<file path="src/rtl/uart_rx_pkg.sv">
// Shared types and defaults for the UART receive-side frame buffer.
package uart_rx_pkg;

  localparam int UART_DATA_WIDTH  = 8;
  localparam int UART_RXBUF_DEPTH = 8;

  typedef struct packed {
    logic [UART_DATA_WIDTH-1:0] data;
    logic                       par_err;
    logic                       stp_err;
  } rx_entry_t;

endpackage

</file>
<file path="src/rtl/uart_rx_buf_mem.sv">
// Frame storage: synchronous write, asynchronous read, storage not reset.
module uart_rx_buf_mem
  import uart_rx_pkg::*;
#(
  parameter int  DEPTH      = UART_RXBUF_DEPTH,
  parameter int  ADDR_WIDTH = $clog2(DEPTH),
  parameter type entry_t    = rx_entry_t
) (
  input  logic                  clk,
  input  logic                  wr_en,
  input  logic [ADDR_WIDTH-1:0] wr_addr,
  input  entry_t                wr_data,
  input  logic [ADDR_WIDTH-1:0] rd_addr,
  output entry_t                rd_data
);

  entry_t mem [DEPTH];

  always_ff @(posedge clk) begin
    if (wr_en) mem[wr_addr] <= wr_data;
  end

  assign rd_data = mem[rd_addr];

endmodule

</file>
<file path="src/rtl/uart_rx_buffer.sv">
// Receive frame buffer: edge-detected capture into a FWFT FIFO with overrun
// detection and optional discard of frames carrying parity/stop errors.
module uart_rx_buffer
  import uart_rx_pkg::*;
#(
  parameter int DATA_WIDTH = UART_DATA_WIDTH,
  parameter int DEPTH      = UART_RXBUF_DEPTH,
  parameter int ADDR_WIDTH = $clog2(DEPTH),
  parameter bit DROP_ERR   = 1'b0
) (
  input  logic                  CLK,
  input  logic                  RST,
  input  logic [DATA_WIDTH-1:0] P_DATA,
  input  logic                  data_valid,
  input  logic                  par_err,
  input  logic                  stp_err,
  input  logic                  rd_ready,
  input  logic                  ovr_clr,
  output logic                  rd_valid,
  output logic [DATA_WIDTH-1:0] rd_data,
  output logic                  rd_par_err,
  output logic                  rd_stp_err,
  output logic [ADDR_WIDTH:0]   fifo_count,
  output logic                  full,
  output logic                  empty,
  output logic                  overrun,
  output logic [7:0]            err_drop_cnt
);

  typedef struct packed {
    logic [DATA_WIDTH-1:0] data;
    logic                  par_err;
    logic                  stp_err;
  } entry_t;

  localparam logic [ADDR_WIDTH:0] PTR_ONE = 1;

  logic                dv_q;
  logic [ADDR_WIDTH:0] wr_ptr;
  logic [ADDR_WIDTH:0] rd_ptr;
  logic                push_req;
  logic                drop;
  logic                push;
  logic                pop;
  logic                wr_en;
  logic                ovr_set;
  entry_t              wr_entry;
  entry_t              head;

  assign push_req = data_valid & ~dv_q;
  assign drop     = DROP_ERR & push_req & (par_err | stp_err);
  assign push     = push_req & ~drop;

  assign empty = (wr_ptr == rd_ptr);
  assign full  = (wr_ptr[ADDR_WIDTH] != rd_ptr[ADDR_WIDTH]) &&
                 (wr_ptr[ADDR_WIDTH-1:0] == rd_ptr[ADDR_WIDTH-1:0]);
  assign fifo_count = wr_ptr - rd_ptr;

  assign pop = ~empty & rd_ready;
  // When full, a same-cycle pop frees the slot the push is about to overwrite.
  assign wr_en   = push & (~full | pop);
  assign ovr_set = push & full & ~pop;

  assign wr_entry = '{data: P_DATA, par_err: par_err, stp_err: stp_err};

  uart_rx_buf_mem #(
    .DEPTH      (DEPTH),
    .ADDR_WIDTH (ADDR_WIDTH),
    .entry_t    (entry_t)
  ) u_mem (
    .clk     (CLK),
    .wr_en   (wr_en),
    .wr_addr (wr_ptr[ADDR_WIDTH-1:0]),
    .wr_data (wr_entry),
    .rd_addr (rd_ptr[ADDR_WIDTH-1:0]),
    .rd_data (head)
  );

  assign rd_valid   = ~empty;
  assign rd_data    = empty ? '0 : head.data;
  assign rd_par_err = ~empty & head.par_err;
  assign rd_stp_err = ~empty & head.stp_err;

  always_ff @(posedge CLK) begin
    if (!RST) begin
      dv_q         <= 1'b0;
      wr_ptr       <= '0;
      rd_ptr       <= '0;
      overrun      <= 1'b0;
      err_drop_cnt <= '0;
    end else begin
      dv_q <= data_valid;
      if (wr_en) wr_ptr <= wr_ptr + PTR_ONE;
      if (pop)   rd_ptr <= rd_ptr + PTR_ONE;
      if (ovr_set)      overrun <= 1'b1;
      else if (ovr_clr) overrun <= 1'b0;
      if (drop && err_drop_cnt != 8'hFF) err_drop_cnt <= err_drop_cnt + 8'd1;
    end
  end

endmodule

</file>
<file path="config.mk">
export PLATFORM = sky130hd
export DESIGN_NAME = uart_rx_buffer
export DESIGN_NICKNAME = d
export VERILOG_FILES = /design/src/rtl/uart_rx_pkg.sv /design/src/rtl/uart_rx_buf_mem.sv /design/src/rtl/uart_rx_buffer.sv
export SDC_FILE = /design/constraint.sdc
export NUM_CORES = 1
export LEC_CHECK = 0
export ABC_AREA = 0
export BUFFER_PORTS_ARGS = -buffer_cell sky130_fd_sc_hd__clkbuf_2
export CELL_PAD_IN_SITES_DETAIL_PLACEMENT = 0
export CELL_PAD_IN_SITES_GLOBAL_PLACEMENT = 1
export CORE_MARGIN = 8
export CORE_UTILIZATION = 48
export CTS_CLUSTER_DIAMETER = 40
export DETAILED_ROUTE_END_ITERATION = 8
export PLACE_DENSITY = 0.74
export SYNTH_ARGS = -nofsm -noshare
export SYNTH_HDL_FRONTEND = slang
export SYNTH_HIERARCHICAL = 1
export SYNTH_SLANG_ARGS = --single-unit
</file>
<file path="constraint.sdc">
create_clock -name CLK -period 4.9 [get_ports CLK]
set_clock_uncertainty 0.05 [all_clocks]
set_input_delay 0.49 -clock CLK [delete_from_list [all_inputs] [get_ports CLK]]
set_output_delay 0.49 -clock CLK [all_outputs]
set_load 0.02 [all_outputs]
</file>
Yosys cells after proc, flatten, opt, wreduce, memory -nomap -nowiden
Memories as Yosys holds them, arrays and structs flattened. A register that Yosys moved wholly into a read port is not among the register bits.
Index checks and enable logic that the tools add are counted.
Storage, ports and cells
  register bits: 10
  RAM bits: 80
  bits of input ports: 15
  output and inout bits: 26
  word-level logic and storage cells: 32
  memories kept: 1
Memory list
  u_mem.mem: words 8, width 10, read ports 1, clocked after Yosys merged registers in 1, write ports 1, RTL line uart_rx_buf_mem.sv:17  | entry_t mem [DEPTH];
Cells by class
  add/subtract/negate cells: 3
  eq/ne operators: 3
  multiplexer cells: 7
  bitwise operators: 12
  reductions and logical operators: 2
Operator list (number)
  $add A4 B1 Y4 const B: 2
  $mux W8: 1
  $and A1 B1 Y1: 7
  $mux W3: 2
  $eq A4 B4 Y1: 1
  $mux W1: 4
  $not A1 Y1: 4
  $sub A4 B4 Y4: 1
  $eq A3 B3 Y1: 1
  $reduce_bool A2 Y1: 1
  $logic_and A1 B1 Y1: 1
  $ne A1 B1 Y1: 1
  $or A1 B1 Y1: 1

Logic depth before layout (Yosys ltp)
  depth in word-level cells: 7
  gate-level depth with buffers: 7
  gate-level depth less buffers: 7

Modules after synthesis
The synthesis kept the hierarchy.
Modules (own cells, without submodules)
  uart_rx_buf_mem: times used 1, cells an instance 128, area an instance 3133.0 sq um, seq. area each 2402.3 sq um
  uart_rx_buffer: times used 1, cells an instance 88, area an instance 742.0 sq um, seq. area each 200.2 sq um

Worst setup path before layout
Ideal clock, no wire load.
  path type: register to register
  start point: register wr_ptr[0]
  end point: memory u_mem/mem[0][0] (netlist bit) (enable)
  library setup time: 0.390 ns
  arrival: 2.002 ns
  data required time: 4.460 ns
  setup slack: 2.458 ns
  cell stages (with the launch flop): 8
  path buffers: 0
  clock period less this slack: 2.442 ns
  cells stage by stage: dfxtp_1 inv_1 ha_1 nand3_1 o31ai_4 inv_1 nand2b_1 nor3_1
Between the ends
  word-level cells in the longest chain between the ends: 7
  elaborated cells between the ends (all ways): 10
  those cells by class: 2 x eq/ne; 2 x mux; 5 x bitwise; 1 x reduce/logical
Ends and longest elaborated chain
  from (decl): RTL line uart_rx_buffer.sv:39  | logic [ADDR_WIDTH:0] wr_ptr;
  from (signal assigned): RTL line uart_rx_buffer.sv:93  | if (wr_en) wr_ptr <= wr_ptr + PTR_ONE;
  $eq A4 B4 Y1 / $eq A3 B3 Y1 (equally long branches): RTL line uart_rx_buffer.sv:54, uart_rx_buffer.sv:56
  $not A1 Y1 / $logic_and A1 B1 Y1 (equally long branches): RTL line uart_rx_buffer.sv:59, uart_rx_buffer.sv:55
  $and A1 B1 Y1 / $not A1 Y1 (equally long branches): RTL line uart_rx_buffer.sv:59, uart_rx_buffer.sv:61
  $or A1 B1 Y1 *: RTL line uart_rx_buffer.sv:61  | assign wr_en = push & (~full | pop);
  $and A1 B1 Y1 *: RTL line uart_rx_buffer.sv:61
  named net wr_en: RTL line uart_rx_buffer.sv:45  | logic wr_en;
  $mux W1 *: RTL line uart_rx_buf_mem.sv:20  | if (wr_en) mem[wr_addr] <= wr_data;
  $mux W1 (implied by the code) *: RTL line uart_rx_buf_mem.sv:20
  to (decl): RTL line uart_rx_buf_mem.sv:17
Mark *: on every way through the listed nets, which the timed path passes. The rest lies on a longest branch.

Final worst setup path
  start point: register rd_ptr[0]
  end point: output port rd_par_err
Between the ends
  word-level cells in the longest chain between the ends: 3
Ends and longest elaborated chain
  from (decl): RTL line uart_rx_buffer.sv:40  | logic [ADDR_WIDTH:0] rd_ptr;
  from (signal assigned): RTL line uart_rx_buffer.sv:94  | if (pop) rd_ptr <= rd_ptr + PTR_ONE;
  $eq A4 B4 Y1: RTL line uart_rx_buffer.sv:54  | assign empty = (wr_ptr == rd_ptr);
  $not A1 Y1: RTL line uart_rx_buffer.sv:81  | assign rd_par_err = ~empty & head.par_err;
  $and A1 B1 Y1: RTL line uart_rx_buffer.sv:81
  to (decl): RTL line uart_rx_buffer.sv:21  | output logic rd_par_err,
Every way passes these cells.

==> results by group <==
Synth
  – Synth Register Bits: 90
  – Area fraction in compound gates after synthesis: 2.52%
  – YS warnings: 6
  – Top cell type's share of synthesized area: 62.0%
  – Register area share after synthesis: 67.2%
  – Post-Synth Simple-Gate Area: about 6.3%
  – Post-Synth Adder-Cell Area: 2.13%
  – Synth area leader: edfxtp_1
  – Per-instance average area after synthesis: 17.9 um^2
  – Synth Flop Type: edfxtp_1
  – Mapped Cells: 216
  – Post-Synth XOR/XNOR Area: 1.78%
  – Post-synthesis mux area share: 16.5%
  – Post-synth EDFFs: 80
  – Synth area leaders: edfxtp_1, mux4_1, dfxtp_1
  – Asr flop ratio synth: 0%
  – Synth unique cells: 34
  – Cell Area, Synth: 3870 um^2
  – Main combinational cell family by area after synthesis: multiplexers

GRT
  – Vias in the first global route: about 2000
  – GRT Util Overall: 12.7%
  – Largest net degree at the start of global routing: 25
  – Global-route wire length before repair: 10800 um
  – Initial antenna violation count: 0
  – Gr ovfl total: 0

CTS
  – CTS buffer count: 9
  – CTS tree: yes
  – CTS max path bufs: 2
  – Setup repair bufs after CTS: 0
  – CTS H-tree lvls: 3
  – CTS clk-pin slew, worst paths: 0.08 ns
  – Clock Latency Late Sink: between 0.3 and 0.4 ns
  – Root Driver: clkbuf_8
  – CTS Hold Buffers Added: 0
  – Count of cells resized by post-cts repair: 0
  – # clock sinks: 90

STA
  – Fin. Hold Viols: 0
  – Slew Limit Headroom: ~37%
  – TNS Setup: 0 ns
  – Max Clk Rate: ~320 MHz
  – Final Setup Violations: 0
  – Final setup margin: roughly 1.8 ns
  – Pins Over Slew Limit: 0
  – Post-route minimum period: between 3 and 4 ns
  – Setup repair after global routing missed its margin: false
  – Fin crit share: roughly 64%
  – Worst-margin pin slew: 0.943 ns

Detailed routing
  – First DRT Iteration DRCs: 112
  – Via density: between 5 and 6
  – Pre-Repair DR Iteration Count: 4
  – Post-Route WL: 6850 um
  – WL/cell: ~19 um
  – Total number of vias: 1875
  – DRC errors left: 0
  – Routed Antenna Nets: 0

Setup path
  – Worst-path maximum fanout: 13
  – CP Capture Type: output pin
  – Critical Path Start Type: flip-flop
  – Required @ worst endpoint: 4.36 ns
  – Reg2reg path depth: 7
  – R2R Path Start: rd_ptr[0]
  – Setup crit start: rd_ptr[0]
  – Worst path slowest cell: dfxtp_1
  – Crit path to: rd_par_err
  – Ordered cell list for the critical path: buf_4 -> mux4_1 -> mux2_2 -> nor2b_1 -> clkbuf_2
  – Worst EP arrival: roughly 2.6 ns
  – CP Class: reg2out
  – Reg2reg setup slack: 1.82 ns
  – R2R Path End: u_mem/mem[3][7]
  – CP peak stage delay: 0.74 ns

Cells and area
  – Layout Nets: 276
  – Number of diodes: 0
  – Layout cell share with drive strength beyond 1: between 20% and 30%
  – Most frequent cells in the layout: edfxtp_1, clkbuf_2, mux4_1
  – Area grow syn2layout: 11.4%
  – Commonest non-fill, non-tap cell in the layout: edfxtp_1
  – Design Area, Final: 4320 um^2
  – Final Core Density: 55.6%
  – Final std cells w/o fill: 362

Placed design
  – Global placement routability congestion: around 0.68
  – Post-DP HPWL: 4750 um
  – PortBufs: 32
  – Post-Place Cells: approximately 350
  – Place WS: 1.81 ns
  – Placed cell area: 4120 um^2

Worst hold path
  – HP Class: in2reg

Floorplan
  – Die height: 106 um
  – Row count: 32
  – Width of the die: 106 um
  – I/O Pins: 41
  – Core box area: around 8000 um^2
  – Initial core utilization: between 40% and 50%
  – Die Area: 11200 um^2

Power and ir drop
  – Clock power share: 28.8%
  – P_leak: 0.00150 uW
  – Reg power frac: 51.4%
  – Gate power share: 19.7%
  – Worst VDD drop: 0.219 mV
  – Pwr dens: between 300 and 400 nW/um^2
  – Switching power total: around 460 uW
  – Switching share of power: approximately 27%
  – Int Pwr: 1240 uW

Outcome
  – Outcome: finished clean

Job
  – Max Cap Viol: 0
final cells by class:
class | instances | area [um^2]
clock buffer | 9 | 124
clock inverter | 7 | 75.1
fill | 625 | 3450
inverter | 9 | 33.8
multi-input combinational | 109 | 1160
sequential | 90 | 2600
tap | 102 | 128
timing repair buffer | 36 | 190
flip-flops by register name, indices dropped and copies added (netlist names):
name	cells
overrun	1
u_mem/mem	80
dv_q	1
wr_ptr	4
rd_ptr	4
cell usage after synthesis, drive strengths merged, types with 2 or more instances:
master / count
nor2: 7
buf: 12
nor3: 3
ha: 5
a21oi: 3
inv: 9
o21ai: 4
nand2: 5
dfxtp: 10
or3: 2
xnor2: 6
a21boi: 2
edfxtp: 80
nand2b: 3
mux2: 10
mux4: 20
and2: 6
clkbuf: 3
nand3: 4
nor2b: 13
per-stage QoR:
step | power (uW) | hold slack, ns
after global placement | 1240 | 0.473
final | 1700 | 0.306
after global routing | 1770 | 0.297
after detailed placement | 1240 | 0.478
after floorplan | 1140 | 0.440
after CTS | 1730 | 0.291
kinds of logic (layout without fill, tap and decap cells):
logic type | after synthesis | after routing
AO/OA/AOI/OAI | 13 | 13
XOR/XNOR | 7 | 7
adder cells (fa/ha/maj) | 6 | 6
buffers and inverters | 24 | 61
flip-flops | 90 | 90
multiplexers | 30 | 30
other | 1 | 8
AND/OR/NAND/NOR | 45 | 45
critical path: cells and delay by family (launching register included):
kind / cells / cell delay [ns]
multiplexers: 2 / 0.88
flip-flops: 1 / 0.74
AND/OR/NAND/NOR: 1 / 0.14
buffers and inverters: 2 / 0.50
power by group through the flow:
stage,Sequential [uW],Clock (uW),Combinational [uW]
floorplan,879,0,261
global placement,894,0,342
detailed placement,894,0,343
CTS,877,504,345
global route,879,527,367
finish,876,491,336
worst min-delay path by stage:
stage                from  cells past startpoint   endpoint  slack [ns]
2_1_floorplan   wr_ptr[3]                      2  wr_ptr[3]        0.44
3_3_place_gp    wr_ptr[3]                      2  wr_ptr[3]        0.47
3_5_place_dp    wr_ptr[3]                      2  wr_ptr[3]        0.48
4_1_cts        data_valid                      2       dv_q        0.29
5_1_grt        data_valid                      2       dv_q        0.30
6_report       data_valid                      2       dv_q        0.31
metal layers:
metal  part of all wire, %  wire, um  up-vias  track usage, %
li1                      -         -      904               -
met1                    44      3050      919            15.5
met2                    49      3390       40            21.1
met3                   4.3       294       12            2.86
met4                   1.7       117        0            6.03
met5                     0         0        -               0
Power figures use the tool's default switching activity.
